`src/rtl/synth_cfg_pkg.sv`:
```
// Shared constants and types for the synth config path: word map, command layout, loader states.
package synth_cfg_pkg;

    localparam int unsigned CEIL_LOG2_CFG_WORDS = 3;
    localparam int unsigned CFG_WORDS           = 1 << CEIL_LOG2_CFG_WORDS;
    localparam int unsigned CMD_WRITE_BIT       = 7;
    localparam int unsigned SPI_BYTE_W          = 8;
    localparam int unsigned SPI_BIT_CNT_W       = 3;

    // Word map of the cfg array
    localparam int unsigned OSC_PERIOD_BASE     = 0;
    localparam int unsigned MOD_PERIOD_BASE     = 4;

    typedef enum logic [1:0] {
        LD_IDLE = 2'd0,
        LD_CMD  = 2'd1,
        LD_DATA = 2'd2,
        LD_DROP = 2'd3
    } loader_state_t;

endpackage

```
`src/rtl/sync_edge_det.sv`:
```
// Multi-flop synchronizer for one async pin, with rise/fall detect against one extra registered copy.
module sync_edge_det #(
    parameter int unsigned SYNC_STAGES = 2
) (
    input  logic clk,
    input  logic reset,
    input  logic async_in,
    output logic level,
    output logic rise,
    output logic fall
);

    logic [SYNC_STAGES-1:0] sync_q;
    logic                   prev_q;

    // Reset to low so a pin already low at release never looks like a fresh falling edge
    always_ff @(posedge clk) begin
        if (reset) begin
            sync_q <= '0;
            prev_q <= 1'b0;
        end else begin
            sync_q <= {sync_q[SYNC_STAGES-2:0], async_in};
            prev_q <= sync_q[SYNC_STAGES-1];
        end
    end

    assign level = sync_q[SYNC_STAGES-1];
    assign rise  = level & ~prev_q;
    assign fall  = ~level & prev_q;

endmodule

```
`src/rtl/cfg_spi_loader.sv`:
```
// SPI mode-0 write-only loader: command byte then a byte burst, emitted as byte-lane cfg writes.
module cfg_spi_loader
    import synth_cfg_pkg::*;
#(
    parameter int unsigned CFG_ADDR_BITS = CEIL_LOG2_CFG_WORDS,
    parameter int unsigned SYNC_STAGES   = 2
) (
    input  logic                     clk,
    input  logic                     reset,
    input  logic                     sck_in,
    input  logic                     cs_n_in,
    input  logic                     mosi_in,
    output logic [CFG_ADDR_BITS-1:0] cfg_w_addr,
    output logic [15:0]              cfg_w_data,
    output logic [1:0]               cfg_we,
    output logic                     busy,
    output logic                     frame_err
);

    localparam int unsigned BYTE_ADDR_W = CFG_ADDR_BITS + 1;

    logic sck_rise, sck_fall_unused, sck_lvl_unused;
    logic cs_rise, cs_fall, cs_lvl_unused;
    logic mosi_lvl, mosi_rise_unused, mosi_fall_unused;

    sync_edge_det #(.SYNC_STAGES(SYNC_STAGES)) u_sync_sck (
        .clk      (clk),
        .reset    (reset),
        .async_in (sck_in),
        .level    (sck_lvl_unused),
        .rise     (sck_rise),
        .fall     (sck_fall_unused)
    );

    sync_edge_det #(.SYNC_STAGES(SYNC_STAGES)) u_sync_cs (
        .clk      (clk),
        .reset    (reset),
        .async_in (cs_n_in),
        .level    (cs_lvl_unused),
        .rise     (cs_rise),
        .fall     (cs_fall)
    );

    sync_edge_det #(.SYNC_STAGES(SYNC_STAGES)) u_sync_mosi (
        .clk      (clk),
        .reset    (reset),
        .async_in (mosi_in),
        .level    (mosi_lvl),
        .rise     (mosi_rise_unused),
        .fall     (mosi_fall_unused)
    );

    loader_state_t            state, state_nxt;
    logic [SPI_BIT_CNT_W-1:0] bit_cnt, bit_cnt_nxt;
    logic [SPI_BYTE_W-1:0]    shift_q, shift_nxt, shift_in;
    logic [BYTE_ADDR_W-1:0]   byte_addr, byte_addr_nxt;
    logic [CFG_ADDR_BITS-1:0] w_addr_nxt;
    logic [15:0]              w_data_nxt;
    logic [1:0]               we_nxt;
    logic                     err_nxt;
    logic                     last_bit;

    assign shift_in = {shift_q[SPI_BYTE_W-2:0], mosi_lvl};
    assign last_bit = (bit_cnt == SPI_BIT_CNT_W'(SPI_BYTE_W - 1));

    // State and output registers; reset drops any write or error decided this cycle
    always_ff @(posedge clk) begin
        if (reset) begin
            state      <= LD_IDLE;
            bit_cnt    <= '0;
            shift_q    <= '0;
            byte_addr  <= '0;
            cfg_w_addr <= '0;
            cfg_w_data <= '0;
            cfg_we     <= '0;
            busy       <= 1'b0;
            frame_err  <= 1'b0;
        end else begin
            state      <= state_nxt;
            bit_cnt    <= bit_cnt_nxt;
            shift_q    <= shift_nxt;
            byte_addr  <= byte_addr_nxt;
            cfg_w_addr <= w_addr_nxt;
            cfg_w_data <= w_data_nxt;
            cfg_we     <= we_nxt;
            busy       <= (state_nxt != LD_IDLE);
            frame_err  <= err_nxt;
        end
    end

    // Next-state and write decode; a cs_n rise pre-empts any sck rise in the same cycle
    always_comb begin
        state_nxt     = state;
        bit_cnt_nxt   = bit_cnt;
        shift_nxt     = shift_q;
        byte_addr_nxt = byte_addr;
        w_addr_nxt    = cfg_w_addr;
        w_data_nxt    = cfg_w_data;
        we_nxt        = 2'b00;
        err_nxt       = 1'b0;

        if (cs_rise) begin
            if ((state == LD_CMD || state == LD_DATA) && bit_cnt != '0) begin
                err_nxt = 1'b1;
            end
            state_nxt   = LD_IDLE;
            bit_cnt_nxt = '0;
        end else begin
            case (state)
                LD_IDLE: begin
                    if (cs_fall) begin
                        state_nxt   = LD_CMD;
                        bit_cnt_nxt = '0;
                    end
                end
                LD_CMD: begin
                    if (sck_rise) begin
                        shift_nxt   = shift_in;
                        bit_cnt_nxt = bit_cnt + SPI_BIT_CNT_W'(1);
                        if (last_bit) begin
                            if (shift_in[CMD_WRITE_BIT]) begin
                                byte_addr_nxt = shift_in[BYTE_ADDR_W-1:0];
                                state_nxt     = LD_DATA;
                            end else begin
                                state_nxt     = LD_DROP;
                            end
                        end
                    end
                end
                LD_DATA: begin
                    if (sck_rise) begin
                        shift_nxt   = shift_in;
                        bit_cnt_nxt = bit_cnt + SPI_BIT_CNT_W'(1);
                        if (last_bit) begin
                            we_nxt        = byte_addr[0] ? 2'b10 : 2'b01;
                            w_addr_nxt    = byte_addr[BYTE_ADDR_W-1:1];
                            w_data_nxt    = {shift_in, shift_in};
                            byte_addr_nxt = byte_addr + BYTE_ADDR_W'(1);
                        end
                    end
                end
                LD_DROP: begin
                end
                default: begin
                    state_nxt = LD_IDLE;
                end
            endcase
        end
    end

endmodule
```
`config.mk`:
```
export PLATFORM = sky130hd
export DESIGN_NAME = cfg_spi_loader
export DESIGN_NICKNAME = d
export VERILOG_FILES = /design/src/rtl/synth_cfg_pkg.sv /design/src/rtl/sync_edge_det.sv /design/src/rtl/cfg_spi_loader.sv
export SDC_FILE = /design/constraint.sdc
export NUM_CORES = 1
export LEC_CHECK = 0
export ABC_AREA = 1
export CAP_MARGIN = 25
export CORE_MARGIN = 3
export CORE_UTILIZATION = 60
export DETAILED_ROUTE_END_ITERATION = 6
export DONT_BUFFER_PORTS = 1
export HOLD_SLACK_MARGIN = 0.15
export PLACE_DENSITY = 0.76
export SETUP_SLACK_MARGIN = 0.4
export SLEW_MARGIN = 20
export SYNTH_ARGS = -nofsm -noshare
export SYNTH_HDL_FRONTEND = slang
export SYNTH_SLANG_ARGS = --single-unit
```
`constraint.sdc`:
```
create_clock -name clk -period 1.4 [get_ports clk]
set_input_delay 0.28 -clock clk [delete_from_list [all_inputs] [get_ports clk]]
set_output_delay 0.28 -clock clk [all_outputs]
set_load 0.02 [all_outputs]
```
==> impl_metrics.py <==
metrics = {
    "clock_tree": {
        "cts_buffers": 5,
        "root_buffer": "clkbuf_4",
        "cts_tree": "done",
        "cts_hold_buffers": 3,
        "h-tree-depth": 2,
        "cts_sinks": 39,
        "clk_pin_slew_worst_paths_ns": 0.13,
        "clock_latency_ns": 0.37,
        "clk_path_buf_depth": 2,
    },
    "layout": {
        "diodes": 0,
        "layout_common_cells": "42 x nor2_1, 22 x inv_1, 21 x nand2_1",
        "fin_cells": 263,
        "final_layout_size_suffix_gt1_share_pct": 38.6,
        "area.growth.synth_to_final_pct": 28.5,
        "final_nets": 246,
        "final_common_cell": "nor2_1",
    },
    "floorplanning": {
        "die_area_um2": 3520,
        "fp.dieH_um": 59.4,
        "io_pins": 28,
        "design.core.area_um2": 2590,
        "die_w_um": 59.4,
        "initial_core_util_pct": 66.0,
        "num_rows": 18,
    },
    "grt": {
        "first_global_vias": 1316,
        "antenna_found_initial": 0,
        "grtUsageTotal_pct": 20.2,
        "grt_pass1_wl_mm": 5.27,
        "grt_overflow": 0,
        "grt_max_degree": 21,
    },
    "synthesis": {
        "synthesis.nets": 235,
        "synth-seq-cells": 39,
        "ys_seq_area_share_pct": 45.7,
        "yosysUniqueCellTypes": 22,
        "netlist_area_um2": 1710,
        "synth_edf_count": 0,
        "synth_flop_cell": "dfxtp_1",
        "synth_area_per_cell_um2": 7.73,
        "ys_warn_count": 0,
        "synthArstFlopShare_pct": 0,
        "netlist_instances": 221,
    },
    "placement": {
        "hpwl_mm": 2.08,
        "gp_congestion": 0.847,
        "dp_cells": 240,
        "port-buffer-count": 0,
    },
    "route": {
        "drt-total-wl_mm": 3.62,
        "drt_pass1_iterations": 4,
        "drtIter0Drc": 55,
        "viasPerCell": 5.36,
        "final_antenna_net_count": 0,
        "wire_per_inst_um": 13.7,
        "dr_total_vias": 1409,
        "drc_errors": 0,
    },
    "timing": {
        "whs_ns": -0.0408,
        "fin_skew_ns": 0.0212,
        "max_freq_ghz": 0.725,
        "period_share_pct": 98.5,
        "finalSetupViolations": 0,
        "worst_slew_pin_slew_ns": 0.293,
        "maxSlewHeadroom_pct": 80.4,
        "drv_slew": 0,
        "period_needed_ns": 1.38,
        "rsz0062_at_grt": "true",
        "hold_violations": 10,
    },
    "setup_path": {
        "crit_type": "reg2reg",
        "critPathLaunchType": "flop",
        "end_kind": "flop",
        "worstPathMaxFanout": 7,
        "required_ns": 1.69,
        "arrival_ns": 1.67,
    },
    "outcome": {
        "status": "finished, violations left",
        "violations": "negative hold slack",
    },
    "hold_path": {
        "hp-class": "in2reg",
    },
    "power_and_ir_drop": {
        "power_mw": 1.97,
        "p_leak_nw": 0.864,
        "p_per_area_nw_per_um2": 897,
        "vdd_drop_max_mv": 0.985,
    },
    "flow_run": {
        "max-cap-violations": 0,
    },
}
[worst max-delay path, cell delays in order, from the launching register on]
cell     delay (ns)
dfxtp_4        0.38
ha_4           0.14
ha_4           0.12
inv_2          0.05
nor2_4         0.14
nand3_4        0.16
buf_6          0.16
nor3b_2        0.14
[metrics by stage]
step / setup TNS (ns) / util [%] / hold WS [ns] / area [um2] / setup WS, ns
2_1_floorplan: 0 / - / 0.350 / 1820 / 0.151
3_3_place_gp: 0 / 68.6 / 0.354 / 1780 / 0.0205
3_5_place_dp: -0.413 / 68.6 / 0.356 / 1780 / -0.0477
4_1_cts: 0 / 78.5 / -0.0409 / 2030 / 0.0718
5_1_grt: -0.109 / 84.8 / -0.0571 / 2200 / -0.0289
6_report: 0 / 84.8 / -0.0408 / 2200 / 0.0209
[layout make-up]
cell class,instances,area (um2)
multi-input cells,140,956
flip-flops and latches,39,848
fillers,164,394
repair buffers,16,139
inverters,30,130
clock buffers,7,76.3
well taps,30,37.5
clock inverters,1,8.76
[sequential cells by signal (all words and copies together) (netlist names), 2 cells and up]
register	flops
cfg_w_data	8
state	2
shift_q	7
u_sync_sck.sync_q	2
byte_addr	4
bit_cnt	3
cfg_we	2
u_sync_cs.sync_q	2
u_sync_mosi.sync_q	2
cfg_w_addr	3
[logic make-up (layout without fill, tap and decap cells)]
group                    count (synthesis)  count (layout)  synth area share (%)
AND/OR/NAND/NOR                         92              93                  23.7
buffers and inverters                   43              54                  12.1
flip-flops                              39              39                  45.7
AO/OA/AOI/OAI                           37              37                  11.4
adder cells (fa/ha/maj)                  9               9                  6.59
XOR/XNOR                                 1               1                 0.513
[metal layers]
metal  up-vias  share of wire [%]  wire [um]  global-route usage [%]
met5         -                  0          0                       0
li1        707                  -          -                       -
met1       645                 42       1510                    22.9
met2        44                 50       1810                    34.2
met3        13                5.7        207                    7.19
met4         0                2.5         90                    8.09
[where the power goes]
group	internal (mW)	switching, mW	leakage, nW
sequential	1.09	0.0118	0.331
clock	0.360	0.394	0.0470
combinational	0.0439	0.0675	0.486
[worst paths after layout]
path	from	end	slack [ns]	cells past startpoint
worst max-delay path	bit_cnt[1]	cfg_we[1]	0.02	7
worst min-delay path	reset	frame_err	-0.04	1
worst max register to register	bit_cnt[1]	cfg_we[1]	0.02	7
worst min register to register	u_sync_mosi.sync_q[0]	u_sync_mosi.sync_q[1]	0.41	2
[synth_stat cells, types with 2 or more instances]
cell,instances,area (um2)
buf_6,2,22.5
nor2_1,46,173
inv_1,27,101
a21oi_1,12,60.1
nand2_2,3,18.8
o21ai_0,22,110
buf_4,8,60.1
dfxtp_1,39,781
clkbuf_1,3,11.3
o21ai_1,2,10.0
inv_2,3,11.3
nand3_1,7,35.0
ha_1,9,113
nand2_1,26,97.6
nor2_2,4,25.0
nor2_4,2,22.5
[repair_timing]
action / in CTS / in global routing
gates cloned: 1 / 0
pin swaps: 4 / 10
gates resized for setup: 34 / 35
endpoints found under the setup margin: 54 / 54
setup buffers: 7 / 4
endpoints found under the hold margin: 13 / 12
No activity file was read; power rests on OpenSTA's default activity.
